`src/rtl/fpu_ss_core_arbiter.sv`:
```
// ---------------------------------------------------------------------------
// fpu_ss_core_arbiter
//
// Shares one fpu_ss offload port between NB_CORES cluster cores.
// The arbiter picks one issue request per cycle. Grants are round-robin by
// default. An offered grant stays locked until the subsystem accepts it.
// Per-core outstanding counters throttle each core. Results are steered back
// to their owner by core ID.
//
// Build option:
//   FPU_SS_ARB_FIXED_PRIO_EN  defined   -> fixed priority, lowest eligible
//                                          index wins, no rr pointer
//                             undefined -> round-robin from the rr pointer
//
// Ports:
//   clk_i, rst_ni            clock, asynchronous active-low reset
//   core_issue_*             per-core issue request/accept/payload
//   ss_issue_*, ss_core_id_o granted request towards the subsystem
//   ss_result_*              result stream from the subsystem
//   core_result_*            routed result valid / per-core ready
//   outstanding_o            4-bit in-flight count per core
//   err_o                    sticky protocol error (cleared by reset only)
// ---------------------------------------------------------------------------
module fpu_ss_core_arbiter #(
    parameter int NB_CORES        = 8,
    parameter int DATA_WIDTH      = 64,
    parameter int MAX_OUTSTANDING = 4
) (
    input  logic                           clk_i,
    input  logic                           rst_ni,
    input  logic [NB_CORES-1:0]            core_issue_valid_i,
    output logic [NB_CORES-1:0]            core_issue_ready_o,
    input  logic [NB_CORES*DATA_WIDTH-1:0] core_issue_data_i,
    output logic                           ss_issue_valid_o,
    input  logic                           ss_issue_ready_i,
    output logic [DATA_WIDTH-1:0]          ss_issue_data_o,
    output logic [31:0]                    ss_core_id_o,
    input  logic                           ss_result_valid_i,
    input  logic [31:0]                    ss_result_core_id_i,
    output logic                           ss_result_ready_o,
    output logic [NB_CORES-1:0]            core_result_valid_o,
    input  logic [NB_CORES-1:0]            core_result_ready_i,
    output logic [NB_CORES*4-1:0]          outstanding_o,
    output logic                           err_o
);

    localparam int              IW       = (NB_CORES > 1) ? $clog2(NB_CORES) : 1;
    localparam logic [3:0]      MAX_CNT  = 4'(MAX_OUTSTANDING);
    localparam logic [IW-1:0]   LAST_IDX = IW'(NB_CORES - 1);

    logic [NB_CORES-1:0][3:0]   cnt_q, cnt_d;
    logic                       lock_q, lock_d;
    logic [IW-1:0]              lock_idx_q, lock_idx_d;
    logic                       err_q, err_d;

    logic [NB_CORES-1:0]        eligible;
    logic [NB_CORES-1:0]        cnt_inc, cnt_dec;
    logic [DATA_WIDTH-1:0]      payload [NB_CORES];
    logic [IW-1:0]              arb_grant, grant;
    logic                       issue_valid, issue_hs, lock_drop;
    logic [IW-1:0]              res_idx;
    logic                       res_id_ok, res_cnt_zero, res_bad, res_hs;

    // -----------------------------------------------------------------------
    // Per-core eligibility, payload unpacking, counters and routed valids
    // -----------------------------------------------------------------------
    for (genvar gi = 0; gi < NB_CORES; gi++) begin : g_core
        assign eligible[gi]   = core_issue_valid_i[gi] & (cnt_q[gi] < MAX_CNT);
        assign payload[gi]    = core_issue_data_i[gi*DATA_WIDTH +: DATA_WIDTH];
        assign outstanding_o[gi*4 +: 4] = cnt_q[gi];

        assign cnt_inc[gi] = issue_hs & (grant == IW'(gi));
        assign cnt_dec[gi] = res_hs & (res_idx == IW'(gi));

        assign core_issue_ready_o[gi]  = rst_ni & issue_hs & (grant == IW'(gi));
        assign core_result_valid_o[gi] = rst_ni & ss_result_valid_i & ~res_bad
                                         & res_id_ok & (res_idx == IW'(gi));

        // A simultaneous issue and result on the same core cancel out.
        always_comb begin
            cnt_d[gi] = cnt_q[gi];
            if (cnt_inc[gi] && !cnt_dec[gi]) begin
                cnt_d[gi] = cnt_q[gi] + 4'd1;
            end else if (cnt_dec[gi] && !cnt_inc[gi]) begin
                cnt_d[gi] = cnt_q[gi] - 4'd1;
            end
        end

        always_ff @(posedge clk_i or negedge rst_ni) begin
            if (!rst_ni) begin
                cnt_q[gi] <= 4'd0;
            end else begin
                cnt_q[gi] <= cnt_d[gi];
            end
        end
    end

    // -----------------------------------------------------------------------
    // Arbitration (used only while no grant is locked)
    // -----------------------------------------------------------------------
`ifdef FPU_SS_ARB_FIXED_PRIO_EN
    // Descending scan so the lowest eligible index is the last write.
    always_comb begin
        arb_grant = '0;
        for (int i = NB_CORES - 1; i >= 0; i--) begin
            if (eligible[IW'(i)]) begin
                arb_grant = IW'(i);
            end
        end
    end
`else
    logic [IW-1:0] rr_q, rr_d;

    // Scan offsets from farthest to nearest, so the first eligible core at
    // or after rr_q is the last write. The index wraps without a modulo.
    always_comb begin
        int idx;
        idx       = 0;
        arb_grant = rr_q;
        for (int i = NB_CORES - 1; i >= 0; i--) begin
            idx = int'(rr_q) + i;
            if (idx >= NB_CORES) begin
                idx = idx - NB_CORES;
            end
            if (eligible[idx[IW-1:0]]) begin
                arb_grant = idx[IW-1:0];
            end
        end
    end

    always_comb begin
        rr_d = rr_q;
        if (issue_hs) begin
            rr_d = (grant == LAST_IDX) ? '0 : grant + 1'b1;
        end
    end

    always_ff @(posedge clk_i or negedge rst_ni) begin
        if (!rst_ni) begin
            rr_q <= '0;
        end else begin
            rr_q <= rr_d;
        end
    end
`endif

    // -----------------------------------------------------------------------
    // Issue path. While locked, the valid follows the locked core live. A
    // dropped valid is a protocol error and retracts the request.
    // -----------------------------------------------------------------------
    assign grant       = lock_q ? lock_idx_q : arb_grant;
    assign issue_valid = lock_q ? core_issue_valid_i[lock_idx_q] : (|eligible);
    assign lock_drop   = lock_q & ~core_issue_valid_i[lock_idx_q];
    assign issue_hs    = issue_valid & ss_issue_ready_i;

    assign ss_issue_valid_o = rst_ni & issue_valid;
    assign ss_issue_data_o  = rst_ni ? payload[grant] : '0;
    assign ss_core_id_o     = rst_ni ? 32'(grant) : 32'd0;

    // -----------------------------------------------------------------------
    // Result path. Results with an unknown owner, or for a core with nothing
    // in flight, are accepted and dropped so that the subsystem never stalls.
    // -----------------------------------------------------------------------
    assign res_id_ok    = ss_result_core_id_i < 32'(NB_CORES);
    assign res_idx      = ss_result_core_id_i[IW-1:0];
    assign res_cnt_zero = res_id_ok && (cnt_q[res_idx] == 4'd0);
    assign res_bad      = ss_result_valid_i & (~res_id_ok | res_cnt_zero);
    assign res_hs       = ss_result_valid_i & ~res_bad & core_result_ready_i[res_idx];

    assign ss_result_ready_o = rst_ni & (~res_id_ok | res_bad | core_result_ready_i[res_idx]);

    // -----------------------------------------------------------------------
    // Lock and error state
    // -----------------------------------------------------------------------
    always_comb begin
        lock_d     = lock_q;
        lock_idx_d = lock_idx_q;
        err_d      = err_q | res_bad;
        if (issue_hs) begin
            lock_d = 1'b0;
        end else if (lock_drop) begin
            lock_d = 1'b0;
            err_d  = 1'b1;
        end else if (issue_valid) begin
            lock_d     = 1'b1;
            lock_idx_d = grant;
        end
    end

    always_ff @(posedge clk_i or negedge rst_ni) begin
        if (!rst_ni) begin
            lock_q     <= 1'b0;
            lock_idx_q <= '0;
            err_q      <= 1'b0;
        end else begin
            lock_q     <= lock_d;
            lock_idx_q <= lock_idx_d;
            err_q      <= err_d;
        end
    end

    assign err_o = err_q;

endmodule

```
`config.mk`:
```
export PLATFORM = sky130hd
export DESIGN_NAME = fpu_ss_core_arbiter
export DESIGN_NICKNAME = d
export VERILOG_FILES = /design/src/rtl/fpu_ss_core_arbiter.sv
export SDC_FILE = /design/constraint.sdc
export NUM_CORES = 1
export LEC_CHECK = 0
export BUFFER_PORTS_ARGS = -buffer_cell sky130_fd_sc_hd__buf_2
export CORE_AREA = 5 5 272 274
export CTS_BUF_LIST = sky130_fd_sc_hd__clkbuf_4
export CTS_CLUSTER_DIAMETER = 30
export DETAILED_ROUTE_END_ITERATION = 6
export DIE_AREA = 0 0 277 279
export GPL_TIMING_DRIVEN = 0
export HOLD_SLACK_MARGIN = 0.03
export PLACE_DENSITY = 0.31
export SYNTH_ARGS = -nofsm -noshare
export SYNTH_HDL_FRONTEND = slang
export SYNTH_SLANG_ARGS = --single-unit
```
`constraint.sdc`:
```
create_clock -name clk_i -period 5.99 [get_ports clk_i]
set_input_delay 0.2995 -clock clk_i [delete_from_list [all_inputs] [get_ports clk_i]]
set_output_delay 0.2995 -clock clk_i [all_outputs]
set_load 0.03 [all_outputs]
```
Word-level counts from Yosys, hierarchy flattened
Index checks and enable logic that the tools add are counted.
Widths: inputs -> output; s select.
Word-level totals
  register bits: 40
  output and inout bits: 147
  logic and storage cells: 261
Operators by class
  add/sub/neg operators: 32
  order comparisons: 28
  equality and inequality tests: 14
  mux-type cells: 67
  bitwise logic cells: 61
  reductions and logical operators: 47
Operator list (count)
  $bmux 64 s3: 1
  $mux 64: 3
  $mux 4: 17
  $mux 3: 19
  $and 1x1->1: 51
  $lt 3x4->1 const B: 10
  $add 4x1->4 const B: 8
  $ge 4x4->1 const B: 8
  $lt 32x4->1 const B: 1
  $lt 4x3->1 const B: 8
  $sub 4x1->4 const B: 8
  $bmux 1 s3: 10
  $eq 3x3->1 const B: 8
  $sub 3x1->3 const B: 8
  $logic_and 1x1->1: 17
  $add 3x3->4 const B: 4
  $logic_not 1->1: 16
  $mux 1: 16
  $reduce_bool 2->1: 8
  $bmux 4 s3: 1
  $eq 3x2->1 const B: 4
  $add 3x2->4 const B: 2
  $reduce_or 8->1: 1
  $eq 3x1->1 const B: 2
  other kinds (10): 18

Depth between registers and ports, before layout
  depth after elaboration: 20
  gate-level depth with buffers: 27
  mapped depth without buffers: 21

Least setup slack after synthesis
OpenSTA, ideal clock, no wires.
  path type: reg-to-reg
  start: register rr_q[0]
  end: register cnt_q (netlist bit outstanding_o[15])
  library setup time: 0.137 ns
  arrival: 4.963 ns
  required time: 5.853 ns
  setup slack: 0.890 ns
  cell stages (with the launch flop): 28
  buffers on the path: 6
  period minus slack after synthesis: 5.100 ns
  cell sequence: dfrtp_1 > buf_2 > inv_1 > clkbuf_1 > ha_1 > buf_2 > buf_2 > mux2i_1 > mux4_2 > nand2_1 > o22ai_1 > o41ai_2 > nand2_2 > inv_2 > buf_4 > buf_2 > ha_1 > ha_1 > inv_1 > nor2_1 > ha_1 > inv_1 > ha_1 > a21o_1 > a21oi_1 > xnor2_1 > nor2_1 > xor2_1
Between the ends
  longest elaborated chain between the ends: 19
  elaborated cells on any way between the ends: 63
Ends and longest elaborated chain
  start, declared: line 112  | logic [IW-1:0] rr_q, rr_d;
  start signal, assigned: line 142  | rr_q <= rr_d;
  $add 3x3->4: line 121  | idx = int'(rr_q) + i;
  $ge 4x4->1 / $sub 3x1->3 (equally long branches): line 122, 123
  $mux 3: line 122  | if (idx >= NB_CORES) begin
  $bmux 1 s3: line 125  | if (eligible[idx[IW-1:0]]) begin
  $mux 1 (not written as such): line 125
  $mux 3 (7 in series): line 125
  $mux 3 (*): line 125
  $mux 3 (*): line 151  | assign grant = lock_q ? lock_idx_q : arb_grant;
  $eq 3x2->1 (*): line 72  | assign cnt_inc[gi] = issue_hs & (grant == IW'(gi));
  $and 1x1->1 (*): line 72
  $logic_not 1->1: line 84  | end else if (cnt_dec[gi] && !cnt_inc[gi]) begin
  $logic_and 1x1->1: line 84
  $reduce_bool 2->1 (no source line)
  end signal, assigned by index: line 93  | cnt_q[gi] <= cnt_d[gi];
  end, declared: line 51  | logic [NB_CORES-1:0][3:0] cnt_q, cnt_d;
Mark *: on every way between the ends. The rest lies on a longest branch, timed or not. The select of a mux whose other input is x is not followed.
A chain may end at the register's enable or synchronous reset.

Worst setup path after layout
  start: register rr_q[0]
  end: output ss_issue_data_o[43]
Between the ends
  longest elaborated chain between the ends: 19
  elaborated cells on any way between the ends: 61
Ends and longest elaborated chain
  $add 3x3->4: line 121
  $ge 4x4->1 / $sub 3x1->3 (equally long branches): line 122, 123
  $mux 3: line 122
  $bmux 1 s3: line 125
  $mux 1 (not written as such): line 125
  $mux 3 (7 in series): line 125
  $mux 3 (*): line 125
  $mux 3 (*): line 151
  $not 3->4 (not written as such) (*): line 157  | assign ss_issue_data_o = rst_ni ? payload[grant] : '0;
  $bmux 64 s3 (*): line 157
  $mux 64 (not written as such) (*) (2 in series): line 157
  $mux 64 (*): line 157
  end, declared: line 36  | output logic [DATA_WIDTH-1:0] ss_issue_data_o,
Marked as above.

==> impl_metrics.tcl <==
set metrics [dict create \
    status "finished, final reports clean" \
    routed_via_density 4.21 \
    vias 11800 \
    grtUsageMet3_pct 2.31 \
    worst_path_most_repeated_cell "buf_2" \
    synth_cell_types 64 \
    routed_wl_microns 68100 \
    first_pass_iters 5 \
    globalRoute.busiestLayer "met2" \
    use_met1_pct 20.4 \
    synth.avg_cell_area_sq_um 7.99 \
    cts_made_buffers 5 \
    clk_pin_slew_ns 0.16 \
    die_w_microns 277 \
    grt_overflow 0 \
    r2r_start "rr_q[0]" \
    root_buffer "clkbuf_4" \
    htree_levels 2 \
    synth_edf_count 0 \
    antenna_found_initial 19 \
    cp_top_family "buffers and inverters" \
    setup_viol 0 \
    arrival_ns 5.35 \
    critPathCaptureType "output pin" \
    cts.sinks 40 \
    grt_pass1_vias 12400 \
    drt_iter0_drc 585 \
    io_buffers 680 \
    drv_cap 0 \
    required_ns 5.69 \
    crit_buf_inv 9 \
    gp_congestion 0.880 \
    grt_pass1_wl_microns 92100 \
    grt_start_max_net_pins 46 \
    tightest_slew_ns 1.14 \
    rsz0062_at_grt "no" \
    path_cells "clkbuf_4 > inv_1 > buf_2 > ha_1 > buf_2 > buf_4 > clkbuf_4 > mux4_2 > a221oi_1 > a31oi_1 > o22ai_2 > a21oi_4 > or2_1 > buf_2 > clkbuf_2 > a221o_1 > a32oi_2 > buf_2" \
    hold_class "input port to async pin" \
    rr_worst_depth 27 \
    grt_use_met2_pct 30.0 \
    r2r-end "outstanding_o[15]" \
    yosysSeqAreaShare_pct 11.3 \
    slowest_delay_ns 0.56 \
    ys_async_sr_fraction_pct 100 \
    slew_violations 0 \
    yosys_warnings 0 \
    critPathKind "flip-flop to output pin" \
    num_rows 98 \
    crit_fanout 11 \
    core_area_sq_um 71100 \
    dieArea_sq_um 77300 \
    finClkSkew_ns 0.0176 \
    wl_per_cell_microns 24.4 \
    clk_path_buf_depth 2 \
    synthCells 1106 \
    initial_utilization_pct 12.4 \
    die_h_microns 279 \
    setup_tns_ns 0 \
    fin_crit_ns 5.65 \
    final_nets 2430 \
    cp_slowest_cell "mux4_2" \
    ys_seq_elements 40 \
    drcViolationCount 0 \
    slew_headroom_pct 23.9 \
    clock.fmax_mhz 177 \
    cp-start-kind "flip-flop" \
    reg2reg_slack_ns 0.43 \
    ant_nets 0 \
    grt_use_total_pct 16.2 \
    placed_cell_area_sq_um 13500 \
    syn2layout_area_growth_pct 57.8 \
    hold_viol_final 0 \
    dp_hpwl_microns 59300 \
    insertion_delay_ns 0.41 \
    finalCritPeriodShare_pct 94.2 \
    cts_tree "yes" \
    drive_above_1_share_pct 47.5 \
    yosys_most_used_dff "dfrtp_1" \
    post-route-cell-area_sq_um 13900 \
    netlist_area_sq_um 8840 \
    io-pin-count 711 \
]
worst max path at each step:
stage | slack (ns) | cells past startpoint | to | start
after global placement | -0.59 | 27 | outstanding_o[15] | rr_q[0]
after CTS | 0.09 | 18 | ss_issue_data_o[4] | rr_q[0]
after floorplan | 0.89 | 27 | outstanding_o[15] | rr_q[0]
after detailed placement | -0.51 | 27 | outstanding_o[15] | rr_q[0]
after global routing | 0.004 | 25 | outstanding_o[15] | rr_q[0]
final | 0.34 | 18 | ss_issue_data_o[43] | rr_q[0]
Yosys cell counts, types with 3 or more instances:
cell / n / share of area [%]
buf_4: 34 / 2.9
nand2b_1: 5 / 0.35
a21oi_1: 11 / 0.62
xnor2_1: 26 / 2.6
a21o_1: 9 / 0.76
nor2b_1: 3 / 0.21
mux4_2: 23 / 5.9
dfrtp_1: 40 / 11
inv_2: 3 / 0.13
nor2_1: 37 / 1.6
inv_1: 149 / 6.3
or3b_2: 4 / 0.40
buf_6: 15 / 1.9
ha_1: 29 / 4.1
nand2_1: 165 / 7.0
nor3b_1: 9 / 0.76
mux2_2: 14 / 1.8
a221o_1: 129 / 15
a32oi_1: 65 / 6.4
o22ai_1: 3 / 0.21
mux2i_1: 146 / 17
nand3_1: 9 / 0.51
o21ai_0: 14 / 0.79
fa_1: 8 / 1.8
nor4_1: 11 / 0.78
nand4_1: 3 / 0.21
xor2_1: 9 / 0.89
a31oi_1: 5 / 0.35
nor3_1: 13 / 0.74
clkbuf_1: 34 / 1.4
buf_2: 37 / 2.1
or4_1: 5 / 0.42
a221oi_1: 3 / 0.30
state kept, by name, indices dropped and copies added (netlist names):
signal	count
outstanding_o	32
lock_idx_q	3
rr_q	3
err_o	1
lock_q	1
area by class of cell:
cell class              instances  area [sq um]
fillers                      8270         57200
multi-input cells             819          6780
repair buffers                688          3480
well taps                     950          1190
flip-flops and latches         40          1000
plain buffers                 122           793
inverters                     153           586
clock inverters                 3          42.5
diodes                         16          40.0
clock buffers                   5          37.5
repair_timing:
item	4_1_cts	5_1_grt
gates resized for setup	38	25
setup buffers	1	7
hold endpoints to repair	0	0
hold buffers	0	0
pin swaps	1	1
endpoints found under the setup margin	86	49
metal layers:
metal,wire (microns),part of all wire [%]
met2,36000,53
met3,3220,4.7
met1,28200,41
met5,38,0.056
met4,688,1.0
logic make-up after synthesis:
| group | count (synthesis) | synth area share, % |
|---|---|---|
| xor+xnor | 35 | 3.47 |
| mux | 183 | 24.2 |
| other cells | 1 | 0.0424 |
| flops | 40 | 11.3 |
| fa+ha+maj | 37 | 5.92 |
| buf+inv | 275 | 15.0 |
| compound gates | 258 | 26.1 |
| simple gates | 277 | 14.0 |
placed cells by master, fill, tap and decap left out, drive strengths merged, types with 14 or more instances in the layout:
master and count:
buf 772, nand2 166, inv 151, mux2i 146, a221o 129, a32oi 65
clkbuf 43, dfrtp 40, nor2 38, ha 29, conb 29, xnor2 26
mux4 23, diode 16, o21ai 15, mux2 14
through the flow:
stage	hold WS (ns)	utilization (%)	std cells	worst slack (ns)
detailed placement	0.505	19.0	2764	-0.514
global route	0.161	19.6	2788	0.00410
global placement	0.516	19.0	2764	-0.592
floorplan	0.00391	-	1134	0.890
finish	0.0860	19.6	2796	0.345
CTS	0.121	19.4	2773	0.0855
worst register-to-register path: stages (launching register included):
cell and delay (ns):
dfrtp_1 0.41, clkbuf_4 0.21, inv_1 0.11, buf_2 0.27
ha_1 0.28, buf_2 0.17, buf_4 0.20, mux2i_1 0.13
mux4_2 0.54, nand2_1 0.10, o22ai_1 0.08, o41ai_2 0.40
nand2_2 0.14, inv_4 0.14, buf_6 0.20, buf_4 0.24
ha_1 0.20, ha_1 0.14, inv_1 0.06, nor2_2 0.19
ha_1 0.21, inv_1 0.09, ha_1 0.27, a21o_1 0.18
a21oi_1 0.16, xnor2_1 0.14, nor2_1 0.07, xor2_1 0.14
Power is left out: the tool's default activity adds up to more than one toggle a clock period on the data nets, which glitch-free logic cannot reach.
